[src/rtl/packet_loader_if.sv]
// Handshake bundle for packet_loader: request intake, instruction fetch, packet output.
// The slave view belongs to packet_loader; the master view to whatever drives it.
interface packet_loader_if #(
    parameter int REQ_W  = 98,
    parameter int PKT_W  = 114,
    parameter int INST_W = 32
);
    logic              recv_pr_valid;
    logic [REQ_W-1:0]  recv_pr_data;
    logic              recv_pr_ready;

    logic              mem_req_valid;
    logic [15:0]       mem_req_addr;
    logic              mem_req_ready;
    logic              mem_rsp_valid;
    logic [INST_W-1:0] mem_rsp_data;

    logic              send_p_valid;
    logic [PKT_W-1:0]  send_p_data;
    logic              send_p_ready;

    modport slave (
        input  recv_pr_valid, recv_pr_data, mem_req_ready, mem_rsp_valid, mem_rsp_data,
               send_p_ready,
        output recv_pr_ready, mem_req_valid, mem_req_addr, send_p_valid, send_p_data
    );

    modport master (
        output recv_pr_valid, recv_pr_data, mem_req_ready, mem_rsp_valid, mem_rsp_data,
               send_p_ready,
        input  recv_pr_ready, mem_req_valid, mem_req_addr, send_p_valid, send_p_data
    );
endinterface

[src/rtl/packet_loader.sv]
// Accepts one packet request at a time, fetches the instruction word for execution
// requests, and emits the assembled packet downstream. Outputs decode only state/registers.
module packet_loader (
    input  logic          clk,
    input  logic          rst,
    packet_loader_if.slave bus,
    output logic          busy,
    output logic [31:0]   sent_count
);
    localparam logic [1:0] DEST_OPTION_EXEC = 2'b00;

    typedef enum logic [1:0] {S_IDLE, S_REQ, S_WAIT, S_SEND} state_t;

    state_t      state_q;
    state_t      state_d;
    logic [1:0]  opt_q;
    logic [15:0] addr_q;
    logic [15:0] tag_q;
    logic [31:0] inst_q;
    logic [31:0] data1_q;
    logic [31:0] data2_q;
    logic [31:0] sent_count_q;

    logic req_fire;
    logic mem_fire;
    logic rsp_take;
    logic send_fire;

    assign req_fire  = (state_q == S_IDLE) && bus.recv_pr_valid;
    assign mem_fire  = (state_q == S_REQ)  && bus.mem_req_ready;
    // Responses outside S_WAIT (including one coincident with the read accept) are dropped.
    assign rsp_take  = (state_q == S_WAIT) && bus.mem_rsp_valid;
    assign send_fire = (state_q == S_SEND) && bus.send_p_ready;

    // NOTE: every signal written here gets a default first so no latch is inferred.
    always_comb begin
        state_d = state_q;
        unique case (state_q)
            S_IDLE: if (req_fire)
                        state_d = (bus.recv_pr_data[97:96] == DEST_OPTION_EXEC) ? S_REQ : S_SEND;
            S_REQ:  if (mem_fire)  state_d = S_WAIT;
            S_WAIT: if (rsp_take)  state_d = S_SEND;
            S_SEND: if (send_fire) state_d = S_IDLE;
            default:               state_d = S_IDLE;
        endcase
    end

    // NOTE: state registers use non-blocking assignments so all updates see pre-edge values.
    always_ff @(posedge clk) begin
        if (rst) begin
            state_q      <= S_IDLE;
            opt_q        <= '0;
            addr_q       <= '0;
            tag_q        <= '0;
            inst_q       <= '0;
            data1_q      <= '0;
            data2_q      <= '0;
            sent_count_q <= '0;
        end else begin
            state_q <= state_d;
            if (req_fire) begin
                opt_q   <= bus.recv_pr_data[97:96];
                addr_q  <= bus.recv_pr_data[95:80];
                tag_q   <= bus.recv_pr_data[79:64];
                data1_q <= bus.recv_pr_data[63:32];
                data2_q <= bus.recv_pr_data[31:0];
                if (bus.recv_pr_data[97:96] != DEST_OPTION_EXEC) inst_q <= '0;
            end
            if (rsp_take)  inst_q       <= bus.mem_rsp_data;
            if (send_fire) sent_count_q <= sent_count_q + 32'd1;
        end
    end

    assign bus.recv_pr_ready = (state_q == S_IDLE);
    assign bus.mem_req_valid = (state_q == S_REQ);
    assign bus.mem_req_addr  = addr_q;
    assign bus.send_p_valid  = (state_q == S_SEND);
    assign bus.send_p_data   = {opt_q, tag_q, inst_q, data1_q, data2_q};
    assign busy              = (state_q != S_IDLE);
    assign sent_count        = sent_count_q;
endmodule

[src/flat_wrapper.sv]
// flat-port wrapper written by rule: the top's interface ports become plain ports
module packet_loader_flat 
  (clk, rst, busy, sent_count, bus_recv_pr_valid, bus_recv_pr_data, bus_mem_req_ready, bus_mem_rsp_valid, bus_mem_rsp_data, bus_send_p_ready, bus_recv_pr_ready, bus_mem_req_valid, bus_mem_req_addr, bus_send_p_valid, bus_send_p_data);
  packet_loader_if bus_i ();
  input  logic clk;
  input  logic rst;
  output logic busy;
  output logic [31:0] sent_count;
  input wire logic [$bits(bus_i.recv_pr_valid)-1:0] bus_recv_pr_valid;
  input wire logic [$bits(bus_i.recv_pr_data)-1:0] bus_recv_pr_data;
  input wire logic [$bits(bus_i.mem_req_ready)-1:0] bus_mem_req_ready;
  input wire logic [$bits(bus_i.mem_rsp_valid)-1:0] bus_mem_rsp_valid;
  input wire logic [$bits(bus_i.mem_rsp_data)-1:0] bus_mem_rsp_data;
  input wire logic [$bits(bus_i.send_p_ready)-1:0] bus_send_p_ready;
  output wire logic [$bits(bus_i.recv_pr_ready)-1:0] bus_recv_pr_ready;
  output wire logic [$bits(bus_i.mem_req_valid)-1:0] bus_mem_req_valid;
  output wire logic [$bits(bus_i.mem_req_addr)-1:0] bus_mem_req_addr;
  output wire logic [$bits(bus_i.send_p_valid)-1:0] bus_send_p_valid;
  output wire logic [$bits(bus_i.send_p_data)-1:0] bus_send_p_data;
  assign bus_i.recv_pr_valid = bus_recv_pr_valid;
  assign bus_i.recv_pr_data = bus_recv_pr_data;
  assign bus_i.mem_req_ready = bus_mem_req_ready;
  assign bus_i.mem_rsp_valid = bus_mem_rsp_valid;
  assign bus_i.mem_rsp_data = bus_mem_rsp_data;
  assign bus_i.send_p_ready = bus_send_p_ready;
  assign bus_recv_pr_ready = bus_i.recv_pr_ready;
  assign bus_mem_req_valid = bus_i.mem_req_valid;
  assign bus_mem_req_addr = bus_i.mem_req_addr;
  assign bus_send_p_valid = bus_i.send_p_valid;
  assign bus_send_p_data = bus_i.send_p_data;
  packet_loader u_core (.clk(clk), .rst(rst), .bus(bus_i), .busy(busy), .sent_count(sent_count));
endmodule
[config.mk]
export PLATFORM = sky130hd
export DESIGN_NAME = packet_loader_flat
export DESIGN_NICKNAME = d
export VERILOG_FILES = /design/src/rtl/packet_loader_if.sv /design/src/rtl/packet_loader.sv /design/src/flat_wrapper.sv
export SDC_FILE = /design/constraint.sdc
export NUM_CORES = 1
export LEC_CHECK = 0
export CAP_MARGIN = 20
export CORE_ASPECT_RATIO = 0.5
export CORE_MARGIN = 4
export CORE_UTILIZATION = 25
export CTS_CLUSTER_DIAMETER = 50
export DETAILED_ROUTE_END_ITERATION = 10
export GPL_TIMING_DRIVEN = 1
export PLACE_DENSITY = 0.5
export SLEW_MARGIN = 10
export SYNTH_ARGS = -nofsm -noshare
export SYNTH_HDL_FRONTEND = slang
export SYNTH_SLANG_ARGS = --single-unit
[constraint.sdc]
create_clock -name clk -period 2.53 [get_ports clk]
set_clock_uncertainty 0.15 [all_clocks]
set_input_delay 0.3795 -clock clk [delete_from_list [all_inputs] [get_ports clk]]
set_output_delay 0.3795 -clock clk [all_outputs]
set_load 0.005 [all_outputs]
## Yosys cells after proc, flatten, opt, wreduce, memory -nomap -nowiden

Index checks and enable logic that the tools add are counted.

| word-level totals | value |
|---|---|
| bits in registers | 164 |
| input port bits | 136 |
| output and inout port bits | 166 |
| word-level logic and storage cells | 37 |

| cells by class | value |
|---|---|
| $add $sub $neg | 1 |
| equality and inequality tests | 7 |
| mux-type cells | 9 |
| reductions and logical operators | 12 |

Operators with widths:

| cell | count |
|---|---|
| $mux 32 | 3 |
| $add 32x1->32 const B | 1 |
| $mux 2 | 5 |
| $ne 2x1->1 const B | 4 |
| $pmux 2 s4 | 1 |
| $reduce_bool 2->1 | 4 |
| $eq 2x2->1 const B | 2 |
| $logic_and 1x1->1 | 4 |
| $logic_not 2->1 | 2 |
| $reduce_and 4->1 | 1 |
| $eq 2x1->1 const B | 1 |
| $reduce_and 2->1 | 1 |

## Logic depth before layout (Yosys ltp)

| depth | value |
|---|---|
| depth after elaboration | 4 |
| gate-level depth with buffers | 8 |
| mapped depth without buffers | 6 |

## Worst setup path before layout

OpenSTA, ideal clock, no wires.

| path | value |
|---|---|
| path kind | register -> register |
| from | register u_core.state_q[0] |
| to | register u_core.sent_count_q[22], in the netlist u_core.sent_count[22] |
| setup time | 0.121 ns |
| data arrival time | 2.063 ns |
| required time | 2.259 ns |
| slack | 0.196 ns |
| stages on the path, launching flop included | 8 |
| path buffers | 2 |
| period minus slack after synthesis | 2.334 ns |
| cells stage by stage | dfxtp_1 -> ha_1 -> and3_1 -> buf_4 -> or4b_1 -> buf_2 -> nor4_1 -> mux2_2 |

| between the ends | value |
|---|---|
| word-level cells in the longest chain between the ends | 2 |

Ends and longest elaborated chain:

| what | RTL line | text |
|---|---|---|
| start: declaration | packet_loader.sv:14 | `state_t state_q;` |
| start signal: assignment | packet_loader.sv:60 | `state_q <= state_d;` |
| $eq 2x2->1 | - |  |
| net bus_send_p_valid | flat_wrapper.sv:18 | `output wire logic [$bits(bus_i.send_p_valid)-1:0] bus_send_p_valid;` |
| $logic_and 1x1->1 | packet_loader.sv:33 | `assign send_fire = (state_q == S_SEND) && bus.send_p_ready;` |
| end signal: assignment | packet_loader.sv:70 | `if (send_fire) sent_count_q <= sent_count_q + 32'd1;` |
| end: declaration | packet_loader.sv:22 | `logic [31:0] sent_count_q;` |

The timed path passes the listed nets, and every way through them passes these cells.
A chain may end at the register's enable or synchronous reset.

## Final worst setup path

| path | value |
|---|---|
| from | register u_core.state_q[0] |
| to | register u_core.sent_count_q[22], in the netlist u_core.sent_count[22] |

| between the ends | value |
|---|---|
| word-level cells in the longest chain between the ends | 2 |

Ends and longest elaborated chain:

| what | RTL line |
|---|---|
| $eq 2x2->1 | packet_loader.sv:33 |
| $logic_and 1x1->1 | packet_loader.sv:33 |

No other way between the ends.

==> key figures <==
Run status
  – Status: finished, final reports clean

Synthesis
  – Syn Area/Cell: 8.28 sq um
  – Synth cell types: 36
  – Synth top area cells: dfxtp_1 54%, nand2_1 13%, a21oi_1 9.8%
  – Cell Area, Synth: 6050 sq um
  – Cells after synthesis: 731
  – Synth Net Count: ~870
  – Synthesized flop and latch total: 164
  – Synth area leader: dfxtp_1
  – Post-synthesis sequential area ratio: 54.3%
  – YS warnings: 0
  – Share of the synthesized area in the top cell type: ~54%

Clock tree
  – Number of CTS-inserted buffers: 17
  – TritonCTS clock tree: yes
  – Root Driver: clkbuf_16
  – Clock Tree Buf Depth: 2
  – Clock Sinks: 164
  – Clk slew on worst S/H paths: 60 ps
  – H-tree depth: 4
  – Hold buffer count at cts: 0
  – CTS resizes: 0
  – Clk_lat worst skew: 430 ps
  – Postcts setup bufs: 0

Final layout
  – # nets final: 1,158
  – Storage cell area: 3280 sq um
  – Area grow syn2layout: 65.7%
  – Antenna cells: 0
  – Area of the multi-input gates: around 2500 sq um
  – Share of layout cells above drive strength 1: 5.93%
  – Fill count: approximately 2,300
  – Most frequent cells in the layout: 300 x clkdlybuf4s50_1, 206 x nand2_1, 164 x dfxtp_1, 118 x a21oi_1, 48 x nor2_1
  – Most common cell after layout, fill and taps aside: clkdlybuf4s50_1

GRT
  – GRT Overall Usage: 16.1%
  – Total gr overflow: 0
  – Initial antenna violation count: 0
  – Largest net degree at the start of global routing: 71
  – First-pass GRT wire length: 34.2 mm
  – Number of global-route vias before repair: 5,861

Detailed routing
  – Post-route ant nets: 0
  – Total number of vias: a little under 6,000
  – Length of the first detailed-routing pass in iterations: 4
  – Drt drc: 0
  – Initial DRC count: 274
  – Routed length per instance: 16.6 um
  – Detailed Route WL: 22.2 mm
  – Post-DR vias/cell: between 4 and 5

Power and ir drop
  – Maximum ir drop on the vdd rail: approximately 320 uV
  – LEAKAGE: 3.52 nW
  – Cell Pwr Density: 783 nW/um^2

STA
  – Endpoints failing hold: 0
  – RSZ-0062 raised after global routing: no
  – Final hold slack: roughly 300 ps
  – Final setup TNS: 0 ps
  – Worst Tran Pin Value: between 600 and 700 ps
  – Final setup viols: 0
  – Period utilization: between 90% and 100%
  – Crit path time final: 2350 ps
  – Max Clk Rate: 426 MHz
  – Max Slew Vio Count: 0
  – Relative slew slack: 56.8%
  – Final worst slack: 182 ps

Floorplan
  – Die ar.: between 20,000 and 30,000 sq um
  – Core area: 23,300 sq um
  – Die Wd: 228 um
  – Ports: 302
  – Placement Rows: 39
  – Die height: 118 um
  – Initial Util: 26.0%

Setup path
  – Element type at the critical path end: flip-flop
  – Setup Crit Path Kind: reg2reg
  – Crit path max-delay cell type: or4b_1
  – CP max FO: 15
  – Crit path required time: 2700 ps
  – CP max stage delay: between 400 and 500 ps
  – Worst path cell trace: ha_2 > and3_1 > or4b_1 > buf_4 > nor4_2 > mux2_2
  – Crit path arrival time: approximately 2500 ps
  – Startpoint types: flip-flop

Place
  – Pre-CTS WS: -77.3 ps
  – Port Buffers: 301
  – Final GP Congestion: 0.765
  – DP HPWL: around 16 mm

Run
  – Max cap viols: 0

Hold path
  – Hold Path Class: reg2reg
worst max-delay path, delay by kind of cell (launching register included):
kind,cells,cell delay [ps]
mux,1,350
buf+inv,1,210
simple gates,3,900
flops,1,380
fa+ha+maj,1,250
final cells by class:
cell class                 count  share of cell area [%]
inverter                      11                   0.412
clock inverter                 7                   0.449
sequential                   164                    32.7
timing repair buffer         320                    32.2
tap                          307                    3.83
clock buffer                  25                    5.14
multi-input combinational    502                    25.2
kinds of logic (layout without fill, tap and decap cells):
logic type | Yosys count | after routing | synth area share, %
adders and majority gates | 6 | 6 | 1.24
DFF | 164 | 164 | 54.3
xor gates and xnor gates | 10 | 10 | 1.45
muxes | 4 | 4 | 0.724
buffers and inverters | 65 | 363 | 4.28
AOI/OAI and AO/OA | 172 | 172 | 16.2
and+or+nand+nor | 310 | 310 | 21.8
state kept, by name, summed over array words and instances, names as in the netlist:
| signal | count |
|---|---|
| u_core.data1_q | 32 |
| u_core.data2_q | 32 |
| u_core.inst_q | 32 |
| u_core.sent_count | 32 |
| u_core.bus.mem_req_addr | 16 |
| u_core.tag_q | 16 |
| u_core.opt_q | 2 |
| u_core.state_q | 2 |
metrics by stage:
| step | cells | total power, mW | utilization (%) | area (sq um) |
|---|---|---|---|---|
| after detailed placement | 1304 | 5.48 | 40.6 | 9460 |
| after global routing | 1336 | 8.32 | 43.1 | 10000 |
| final | 1336 | 7.85 | 43.1 | 10000 |
| after CTS | 1336 | 8.01 | 43.0 | 10000 |
| after global placement | 1304 | 5.46 | 40.6 | 9460 |
| after floorplan | 731 | 4.11 | - | 6050 |
routing by layer:
layer	vias to the layer above	share of wire, %	global-route usage [%]
met3	23	3.9	4.35
li1	3026	-	-
met1	2781	42	18.3
met4	0	2.0	6.15
met5	-	0	0
met2	103	52	28.9
where the power goes:
part / total, mW / switching [mW] / internal [mW]
combinational: 2.31 / 1.13 / 1.18
sequential: 3.07 / 0.163 / 2.90
clock: 2.47 / 1.06 / 1.41
worst paths after layout:
path | start | endpoint | slack [ps] | depth (start not counted)
max | u_core.state_q[0]$_SDFFE_PP0P_ | u_core.sent_count[22]$_SDFFE_PP0P_ | 180 | 6
max reg2reg | u_core.state_q[0]$_SDFFE_PP0P_ | u_core.sent_count[22]$_SDFFE_PP0P_ | 180 | 6
min | u_core.tag_q[6]$_SDFFE_PP0P_ | u_core.tag_q[6]$_SDFFE_PP0P_ | 300 | 2
min reg2reg | u_core.tag_q[6]$_SDFFE_PP0P_ | u_core.tag_q[6]$_SDFFE_PP0P_ | 300 | 2
synthesized netlist by cell type:
master    number
buf_1          5
or4b_1         1
mux2_2         3
dfxtp_1      164
buf_6          1
and2_1         2
xnor2_1        6
nand4_1        6
nand3_1        9
or2b_1         1
o21ai_0        7
inv_1         11
o2111a_1       1
or3_1          7
nor2b_1        2
nand2_1      207
nor4b_1        1
and3_1         3
and4_1         1
a21oi_1      119
nor4_2         1
a22oi_1       32
buf_4          1
xor2_1         4
ha_1           6
clkbuf_1      44
o31ai_1       12
mux2i_1        1
nand2b_1       2
buf_2          3
a211oi_1       1
or2_2          2
nor4_1         1
or4_1         14
nor3_1         2
nor2_1        48
Note: power is estimated with default switching activity, not from simulation.
